## src/rtl/loader_pkg.sv

```systemverilog
// Shared types and constants for the boot-time program loader.
package loader_pkg;

  typedef enum logic [2:0] {
    LEN_LO,
    LEN_HI,
    DATA,
    WRITE,
    DONE,
    ERR
  } loader_state_t;

  localparam int unsigned HDR_BYTES  = 2;
  localparam int unsigned WORD_BYTES = 4;
  localparam int unsigned LEN_W      = 16;

endpackage

```

## src/rtl/word_assembler.sv

```systemverilog
// Collects bytes little-endian into a 32-bit word; o_word already includes
// the byte being strobed so the completing cycle can capture it directly.
module word_assembler
  import loader_pkg::*;
(
  input  logic        i_clk,
  input  logic        i_rst_n,
  input  logic        i_clear,
  input  logic        i_byte_vld,
  input  logic [7:0]  i_byte,
  output logic [31:0] o_word,
  output logic        o_word_full
);

  localparam int unsigned CNT_W = $clog2(WORD_BYTES);

  logic [CNT_W-1:0] r_cnt;
  logic [31:0]      r_word;

  always_comb begin
    o_word = r_word;
    if (i_byte_vld) begin
      o_word[{r_cnt, 3'b000} +: 8] = i_byte;
    end
    o_word_full = i_byte_vld && (r_cnt == CNT_W'(WORD_BYTES - 1));
  end

  // Counter wraps to 0 on the completing byte, ready for the next word.
  always_ff @(posedge i_clk or negedge i_rst_n) begin
    if (!i_rst_n) begin
      r_cnt  <= '0;
      r_word <= '0;
    end else if (i_clear) begin
      r_cnt  <= '0;
      r_word <= '0;
    end else if (i_byte_vld) begin
      r_cnt  <= r_cnt + 1'b1;
      r_word <= o_word;
    end
  end

endmodule

```

## src/rtl/prog_loader.sv

```systemverilog
// Boot loader: length-prefixed byte stream into instruction memory, holding
// the core in reset until the image is complete.
module prog_loader
  import loader_pkg::*;
#(
  parameter int unsigned ADDR_W = 10
) (
  input  logic              i_clk,
  input  logic              i_rst_n,
  input  logic              i_start,
  input  logic [7:0]        i_rx_data,
  input  logic              i_rx_valid,
  output logic              o_rx_ready,
  output logic [ADDR_W-1:0] o_imem_addr,
  output logic [31:0]       o_imem_data,
  output logic              o_imem_wr,
  output logic              o_core_hold,
  output logic              o_done,
  output logic              o_error,
  output logic [ADDR_W:0]   o_words_loaded
);

  localparam logic [LEN_W:0] CAPACITY = (LEN_W + 1)'(1) << ADDR_W;

  loader_state_t     r_state, w_state_nxt;
  logic [LEN_W-1:0]  r_len, w_len_nxt;
  logic [ADDR_W:0]   r_idx, w_idx_nxt;
  logic [ADDR_W-1:0] r_addr, w_addr_nxt;
  logic [31:0]       r_data, w_data_nxt;
  logic              r_wr, w_wr_nxt;
  logic              r_hold, w_hold_nxt;
  logic              r_done, w_done_nxt;
  logic              r_err, w_err_nxt;

  logic              w_accept, w_clear, w_byte_vld, w_full;
  logic [31:0]       w_word;
  logic [LEN_W-1:0]  w_len_full;
  logic [LEN_W:0]    w_idx_inc;

  assign o_rx_ready = (r_state == LEN_LO) || (r_state == LEN_HI) || (r_state == DATA);
  assign w_accept   = i_rx_valid && o_rx_ready;
  assign w_byte_vld = w_accept && (r_state == DATA);
  assign w_len_full = {i_rx_data, r_len[7:0]};
  // Index is widened so the N == capacity case compares without wrapping.
  assign w_idx_inc  = (LEN_W + 1)'(r_idx) + (LEN_W + 1)'(1);

  word_assembler u_asm (
    .i_clk       (i_clk),
    .i_rst_n     (i_rst_n),
    .i_clear     (w_clear),
    .i_byte_vld  (w_byte_vld),
    .i_byte      (i_rx_data),
    .o_word      (w_word),
    .o_word_full (w_full)
  );

  always_comb begin
    w_state_nxt = r_state;
    w_len_nxt   = r_len;
    w_idx_nxt   = r_idx;
    w_addr_nxt  = r_addr;
    w_data_nxt  = r_data;
    w_wr_nxt    = 1'b0;
    w_hold_nxt  = r_hold;
    w_done_nxt  = r_done;
    w_err_nxt   = r_err;
    w_clear     = 1'b0;
    unique case (r_state)
      LEN_LO: begin
        if (w_accept) begin
          w_len_nxt[7:0] = i_rx_data;
          w_state_nxt    = LEN_HI;
        end
      end
      LEN_HI: begin
        if (w_accept) begin
          w_len_nxt = w_len_full;
          if (w_len_full == '0) begin
            w_state_nxt = DONE;
            w_done_nxt  = 1'b1;
            w_hold_nxt  = 1'b0;
          end else if ({1'b0, w_len_full} > CAPACITY) begin
            w_state_nxt = ERR;
            w_err_nxt   = 1'b1;
          end else begin
            w_state_nxt = DATA;
          end
        end
      end
      DATA: begin
        if (w_full) begin
          w_wr_nxt    = 1'b1;
          w_addr_nxt  = r_idx[ADDR_W-1:0];
          w_data_nxt  = w_word;
          w_state_nxt = WRITE;
        end
      end
      WRITE: begin
        w_idx_nxt = w_idx_inc[ADDR_W:0];
        if (w_idx_inc == {1'b0, r_len}) begin
          w_state_nxt = DONE;
          w_done_nxt  = 1'b1;
          w_hold_nxt  = 1'b0;
        end else begin
          w_state_nxt = DATA;
        end
      end
      DONE, ERR: begin
        if (i_start) begin
          w_state_nxt = LEN_LO;
          w_idx_nxt   = '0;
          w_done_nxt  = 1'b0;
          w_err_nxt   = 1'b0;
          w_hold_nxt  = 1'b1;
          w_clear     = 1'b1;
        end
      end
      default: w_state_nxt = LEN_LO;
    endcase
  end

  always_ff @(posedge i_clk or negedge i_rst_n) begin
    if (!i_rst_n) begin
      r_state <= LEN_LO;
      r_len   <= '0;
      r_idx   <= '0;
      r_addr  <= '0;
      r_data  <= '0;
      r_wr    <= 1'b0;
      r_hold  <= 1'b1;
      r_done  <= 1'b0;
      r_err   <= 1'b0;
    end else begin
      r_state <= w_state_nxt;
      r_len   <= w_len_nxt;
      r_idx   <= w_idx_nxt;
      r_addr  <= w_addr_nxt;
      r_data  <= w_data_nxt;
      r_wr    <= w_wr_nxt;
      r_hold  <= w_hold_nxt;
      r_done  <= w_done_nxt;
      r_err   <= w_err_nxt;
    end
  end

  assign o_imem_addr    = r_addr;
  assign o_imem_data    = r_data;
  assign o_imem_wr      = r_wr;
  assign o_core_hold    = r_hold;
  assign o_done         = r_done;
  assign o_error        = r_err;
  assign o_words_loaded = r_idx;

endmodule

```

## config.mk

```make
export PLATFORM = sky130hd
export DESIGN_NAME = prog_loader
export DESIGN_NICKNAME = d
export VERILOG_FILES = /design/src/rtl/loader_pkg.sv /design/src/rtl/word_assembler.sv /design/src/rtl/prog_loader.sv
export SDC_FILE = /design/constraint.sdc
export NUM_CORES = 1
export LEC_CHECK = 0
export ABC_AREA = 1
export CELL_PAD_IN_SITES_DETAIL_PLACEMENT = 1
export CELL_PAD_IN_SITES_GLOBAL_PLACEMENT = 1
export CORE_ASPECT_RATIO = 0.5
export CORE_UTILIZATION = 40
export CTS_CLUSTER_SIZE = 10
export DETAILED_ROUTE_END_ITERATION = 8
export DONT_BUFFER_PORTS = 1
export PLACE_DENSITY_LB_ADDON = 0.1
export RECOVER_POWER = 25
export SYNTH_ARGS = -nofsm -noshare
export SYNTH_HDL_FRONTEND = slang
export SYNTH_SLANG_ARGS = --single-unit
export TNS_END_PERCENT = 100
```

## constraint.sdc

```tcl
create_clock -name i_clk -period 3.4 [get_ports i_clk]
set_input_delay 1.02 -clock i_clk [delete_from_list [all_inputs] [get_ports i_clk]]
set_output_delay 1.02 -clock i_clk [all_outputs]
set_load 0.02 [all_outputs]
```

==> run_results.csv, run 1 <==
group,metric,value,unit
outcome,outcome,"complete, no violations",
die,pin_count,70,
placed_design,gp_routability_congestion,0.7904,
route,route.detailed.wl_per_inst,15.86,um
yosys,fraction_of_synthesis_flops_using_an_asynchronous_set_or_reset_pin,100.0,%
timing,sum_neg_setup_slack,0,ns
power_and_ir_drop,leakage,2.505,nW
clocking,cts-htree-levels,3,
placed_design,io_buffer_count,0,
flow_run,max-cap-violations,0,
placed_design,place.detailed.hpwl,8.559,mm
clocking,max-clock-path-buffers,2,
timing,tightestPinTransition,0.7659,ns
cells_and_area,mostFrequentLayoutCell,"sky130_fd_sc_hd__nand2_1",
grt,grt_util_all_layers,21.43,%
grt,antenna_found_initial,0,
route,post-route-drc-count,0,
setup_path,cp_data_arrival_time,2.75,ns
power_and_ir_drop,max-vdd-ir-drop,0.0002657,V
clocking,hold_buffers,0,
cells_and_area,drive_gt1_share,6.700,%
yosys,mappedNetlistArea,4783,um^2
yosys,postSynth.topFlopCell,"sky130_fd_sc_hd__dfrtp_1",
clocking,cts_setup_buffers,0,
route,route.antenna.remaining_nets,0,
die,fp.dieArea,12430,um^2
die,chipHeight,79.33,um
die,starting_utilization_of_the_core_area,42.27,%
die,row_count,27,
timing,rsz0062_at_grt,"no",
route,route.vias.total,3794,
die,core_region_area,11320,um^2
setup_path,critPathMaxFanout,17,
timing,maxClockFrequency,403.8,MHz
grt,grt_remaining_overflow,0,
worst_hold_path,worst_hold_path_type,"primary input to async pin",
clocking,cts_tree,"yes",
cells_and_area,layout.cells.most_common_list,"189 x sky130_fd_sc_hd__nand2_1, 101 x sky130_fd_sc_hd__dfrtp_1, 73 x sky130_fd_sc_hd__o21ai_0",
timing,finClkSkew,0.007337,ns
cells_and_area,area.growth.synth_to_final,8.789,%
setup_path,worstSetupStartpointType,"register",
cells_and_area,final_core_util,45.98,%
grt,grt_first_pass_wirelength,20.31,mm
yosys,synth_seq_cells,102,
timing,number_of_hold_violations_in_the_final_report,0,
die,die_width,156.7,um
grt,maximum_number_of_pins_on_one_net_before_global_route_repair,103,
timing,final.hold.worst_slack,0.3583,ns
setup_path,timing.critical_path.to_type,"register",
timing,final_max_slew_viol_count,0,
yosys,synth.distinct_cells,29,
cells_and_area,num_antenna_cells,0,
clocking,post_cts.resized_instances,0,
yosys,syn-instance-count,598,
setup_path,worstSetupPathType,"register to register",
yosys,synthesis.area_per_instance,7.999,um^2
yosys,ys_seq_area_share,53.39,%
timing,final_min_period_over_clock_period,72.83,%
setup_path,crit_required,3.68,ns
yosys,synth_largest_type_area_fraction,52.84,%
timing,total_of_endpoints_with_negative_setup_slack_in_the_final_report,0,
yosys,yosys.area.top_type,"sky130_fd_sc_hd__dfrtp_1",
grt,vias_in_the_first_global_route,3926,
route,first_iter_violations,199,
yosys,synth.net_count,616,
clocking,number_of_buffers_created_by_cts,9,
yosys,synth-edff-count,0,
power_and_ir_drop,power_density,644.6,nW/um^2
timing,min_period,2.476,ns
route,routed_wl,11.99,mm
yosys,synth_area_leaders,"sky130_fd_sc_hd__dfrtp_1 53%, sky130_fd_sc_hd__nand2_1 15%, sky130_fd_sc_hd__o21ai_0 7.6%",
timing,relSlewSlack,48.87,%
clocking,insertion_delay,0.35,ns
clocking,clock-sinks,102,
route,detail_route.first_pass.iterations,4,
clocking,cts.root.buffer_cell,"sky130_fd_sc_hd__clkbuf_16",
yosys,synth-warning-count,0,
clocking,cts.clk_slew.worst_paths,0.08,ns
route,viasPerCell,5.019,
cells_and_area,num-nets-final,610,
[through the flow]
step	cells	total power [mW]	worst slack, ns	instance area [um^2]
floorplan	598	2.189	1.306	4783
global placement	740	2.352	1.010	4915
detailed placement	740	2.378	0.8843	4915
CTS	756	3.399	0.8910	5204
global route	756	3.577	0.6230	5204
finish	756	3.354	0.9238	5204
[state kept, by name, indices dropped and copies added (netlist names), 2 cells and up]
name and count:
o_imem_data 32, u_asm.r_word 24, r_len 16, o_words_loaded 11
o_imem_addr 10, r_state 3, u_asm.r_cnt 2
[routing by layer]
metal  vias to the layer above  GRT usage (%)  wire [um]
met5                         -              0          0
li1                       1894              -          -
met2                        57          33.93       5418
met4                         0          6.765        154
met3                        13          5.349        481
met1                      1830          28.90       5936
[synthesized netlist by cell type (all sizes together), types with 3 or more instances]
| master | number |
|---|---|
| nand2 | 194 |
| nand3 | 44 |
| o22ai | 3 |
| nand4 | 4 |
| buf | 10 |
| clkbuf | 9 |
| dfrtp | 101 |
| nor3 | 7 |
| ha | 6 |
| o21ai | 83 |
| a21oi | 10 |
| inv | 54 |
| nor2 | 66 |
| nand3b | 3 |
[report_power, final]
group | internal, mW | switching (mW)
logic | 0.215 | 0.413
registers | 1.43 | 0.290
clock network | 0.515 | 0.495
[worst paths after layout]
path                                            startpoint                       endpoint  depth (start not counted)  slack (ns)
worst max-delay path            u_asm.r_cnt[0]$_DFFE_PN0P_     o_imem_data[9]$_DFFE_PN0P_                          8        0.92
worst min-delay path                               i_rst_n  o_words_loaded[5]$_DFFE_PN0P_                          0        0.36
worst max register to register  u_asm.r_cnt[0]$_DFFE_PN0P_     o_imem_data[9]$_DFFE_PN0P_                          8        0.92
worst min register to register       r_len[14]$_DFFE_PN0P_          r_len[14]$_DFFE_PN0P_                          2        0.49
max in group asynchronous                          i_rst_n        o_core_hold$_DFFE_PN1P_                          0        2.83
min in group i_clk                   r_len[14]$_DFFE_PN0P_          r_len[14]$_DFFE_PN0P_                          2        0.49
[worst max-delay path, stage by stage, from the launching register on]
cell,delay (ns)
sky130_fd_sc_hd__dfrtp_1,0.66
sky130_fd_sc_hd__inv_1,0.21
sky130_fd_sc_hd__ha_1,0.39
sky130_fd_sc_hd__inv_1,0.09
sky130_fd_sc_hd__nor2_1,0.48
sky130_fd_sc_hd__nand3_1,0.15
sky130_fd_sc_hd__nand2_1,0.11
sky130_fd_sc_hd__o21ai_0,0.12
sky130_fd_sc_hd__o21ai_0,0.19
[logic make-up (layout without fill, tap and decap cells)]
kind of cell    count (synthesis)  in the layout  synth area share [%]
simple gates                  319            319                 28.35
flops                         102            102                 53.39
compound gates                 96             96                 10.20
buf+inv                        74             73                 6.304
fa+ha+maj                       6              6                 1.569
xor+xnor                        1              1                0.1831
[cell type report]
type                       count  area (um^2)
clock buffer                   9        225.2
clock inverter                 7        63.81
fill                        1392         6113
inverter                      55        206.4
multi-input combinational    422         1928
sequential                   102         2554
tap                          159        198.9
timing repair buffer           2        27.53
No activity file was read; power rests on OpenSTA's default activity.
==> inputs of run 2 (changes only) <==
==> constraint.sdc (replaced) <==
create_clock -name i_clk -period 2.3 [get_ports i_clk]
set_input_delay 0.69 -clock i_clk [delete_from_list [all_inputs] [get_ports i_clk]]
set_output_delay 0.69 -clock i_clk [all_outputs]
set_load 0.02 [all_outputs]
==> run_results.csv, run 2 (same netlist as run 1, synthesis figures left out) <==
group,metric,value,unit
outcome,outcome,"complete, no violations",
grt,maximum_number_of_pins_on_one_net_before_global_route_repair,103,
clocking,cts.root.buffer_cell,"sky130_fd_sc_hd__clkbuf_16",
power_and_ir_drop,clock_power_share,32.2,%
clocking,insertion_delay,0.36,ns
cells_and_area,largest_reg_flops,32,
route,post-route-drc-count,0,
die,fp.dieArea,12430,um^2
timing,tightestPinTransition,0.5694,ns
timing,maxClockFrequency,484.0,MHz
route,viasPerCell,5.063,
timing,finClkSkew,0.01064,ns
timing,final_max_slew_viol_count,0,
die,row_count,27,
power_and_ir_drop,power_density,972.1,nW/um^2
grt,grt_first_pass_wirelength,20.49,mm
die,die_width,156.7,um
worst_hold_path,worst_hold_path_type,"primary input to async pin",
timing,rsz0062_at_grt,"no",
power_and_ir_drop,sw_frac_of_total,35.47,%
grt,antenna_found_initial,0,
setup_path,worstSetupPathType,"register to register",
route,first_iter_violations,214,
clocking,hold_buffers,0,
power_and_ir_drop,total_switching_power,1.824,mW
cells_and_area,final_core_util,46.74,%
placed_design,gp_routability_congestion,0.8146,
setup_path,worstSetupStartpointType,"register",
cells_and_area,mostFrequentLayoutCell,"sky130_fd_sc_hd__nand2_1",
cells_and_area,area.growth.synth_to_final,10.59,%
route,detail_route.first_pass.iterations,4,
power_and_ir_drop,power.share.sequential,49.1,%
timing,relSlewSlack,61.94,%
timing,sum_neg_setup_slack,0,ns
die,starting_utilization_of_the_core_area,42.27,%
grt,grt_remaining_overflow,0,
power_and_ir_drop,p_int,3.318,mW
power_and_ir_drop,combinationalPowerShare,18.7,%
clocking,post_cts.resized_instances,0,
clocking,cts_tree,"yes",
cells_and_area,drive_gt1_share,7.934,%
power_and_ir_drop,leakage,2.558,nW
timing,total_of_endpoints_with_negative_setup_slack_in_the_final_report,0,
setup_path,timing.critical_path.to_type,"register",
timing,number_of_hold_violations_in_the_final_report,0,
grt,vias_in_the_first_global_route,4081,
cells_and_area,num-nets-final,618,
clocking,cts.clk_slew.worst_paths,0.08,ns
clocking,cts_setup_buffers,0,
die,pin_count,70,
placed_design,io_buffer_count,0,
setup_path,crit_path_top_delay_cell,"sky130_fd_sc_hd__dfrtp_1",
timing,final_min_period_over_clock_period,89.83,%
setup_path,crit_chain,"inv_1 -> ha_1 -> inv_1 -> nand2_1 -> nor2_1 -> nand2_1 -> nor2_1 -> a21oi_1 -> o21ai_0",
timing,min_period,2.066,ns
clocking,max-clock-path-buffers,2,
cells_and_area,num_antenna_cells,0,
placed_design,place.detailed.hpwl,8.679,mm
setup_path,crit_required,2.58,ns
power_and_ir_drop,finalPower,5.142,mW
setup_path,cpPeakStageDelay,0.40,ns
route,route.detailed.wl_per_inst,15.93,um
cells_and_area,nFillCells,1407,
route,route.antenna.remaining_nets,0,
grt,grt_util_all_layers,21.27,%
setup_path,cp_data_arrival_time,2.35,ns
power_and_ir_drop,max-vdd-ir-drop,0.0003385,V
die,chipHeight,79.33,um
cells_and_area,layout.cells.most_common_list,"189 x sky130_fd_sc_hd__nand2_1, 101 x sky130_fd_sc_hd__dfrtp_1, 73 x sky130_fd_sc_hd__o21ai_0",
flow_run,max-cap-violations,0,
clocking,clock-sinks,102,
clocking,number_of_buffers_created_by_cts,9,
die,core_region_area,11320,um^2
clocking,cts-htree-levels,3,
setup_path,critPathMaxFanout,8,
route,routed_wl,12.17,mm
route,route.vias.total,3868,
## run 2: changes by cell type in the layout (fill, tap and decap cells not counted)
cell                         delta
sky130_fd_sc_hd__clkinvlp_4     -1
sky130_fd_sc_hd__buf_12         -1
sky130_fd_sc_hd__nor2_4         +1
sky130_fd_sc_hd__nor2_2         -1
sky130_fd_sc_hd__clkinv_2       -1
sky130_fd_sc_hd__buf_4          +9
sky130_fd_sc_hd__clkinv_8       +1
sky130_fd_sc_hd__bufinv_16      +1
## run 2: worst max-delay path, delay by kind of cell, from the launching register on
family	cells	cell delay, ns
fa+ha+maj	1	0.30
compound gates	2	0.25
flops	1	0.40
simple gates	4	0.72
buf+inv	2	0.31
## run 2: path summary, 6_finish.rpt
kind | startpoint | endpoint | slack [ns] | cells after the start
max | u_asm.r_cnt[0]$_DFFE_PN0P_ | o_imem_data[7]$_DFFE_PN0P_ | 0.23 | 9
min | i_rst_n | o_imem_addr[2]$_DFFE_PN0P_ | 0.02 | 0
min in group i_clk | i_rx_data[0] | o_imem_data[24]$_DFFE_PN0P_ | 0.47 | 2
max reg2reg | u_asm.r_cnt[0]$_DFFE_PN0P_ | o_imem_data[7]$_DFFE_PN0P_ | 0.23 | 9
max in group asynchronous | i_rst_n | o_core_hold$_DFFE_PN1P_ | 2.03 | 0
min reg2reg | r_len[14]$_DFFE_PN0P_ | r_len[14]$_DFFE_PN0P_ | 0.49 | 2
## run 2: area by class of cell
type	instances	area, um^2	area share [%]
inverter	55	206.4	3.903
sequential	102	2554	48.27
clock buffer	9	225.2	4.257
timing repair buffer	10	75.07	1.419
clock inverter	7	97.59	1.845
multi-input combinational	422	1933	36.54
tap	159	198.9	3.761
## run 2: power by group through the flow
stage	Clock, mW	Combinational [mW]	Sequential, mW
after floorplan	0	0.742	2.49
after global placement	0	0.939	2.55
after global routing	1.75	1.13	2.57
final	1.65	0.964	2.53
after detailed placement	0	0.969	2.56
after CTS	1.69	0.980	2.53
## run 2: metal layers
layer  global-route usage (%)  vias up  wire length, um
met5                        0        -                0
met4                    4.314        0               97
met3                    5.731       10              480
met2                    35.04       58             5458
met1                    28.21     1895             6136
li1                         -     1905                -
## run 2: stage by stage
stage          cell area (um^2)  hold slack [ns]  cells  setup slack [ns]
2_1_floorplan              4783           0.3944    598            0.2058
3_3_place_gp               4962           0.3965    748            0.3417
3_5_place_dp               4962           0.3966    748            0.2953
4_1_cts                    5285          0.02091    764            0.2223
5_1_grt                    5290          0.01520    764          0.002205
6_report                   5290          0.02493    764            0.2340
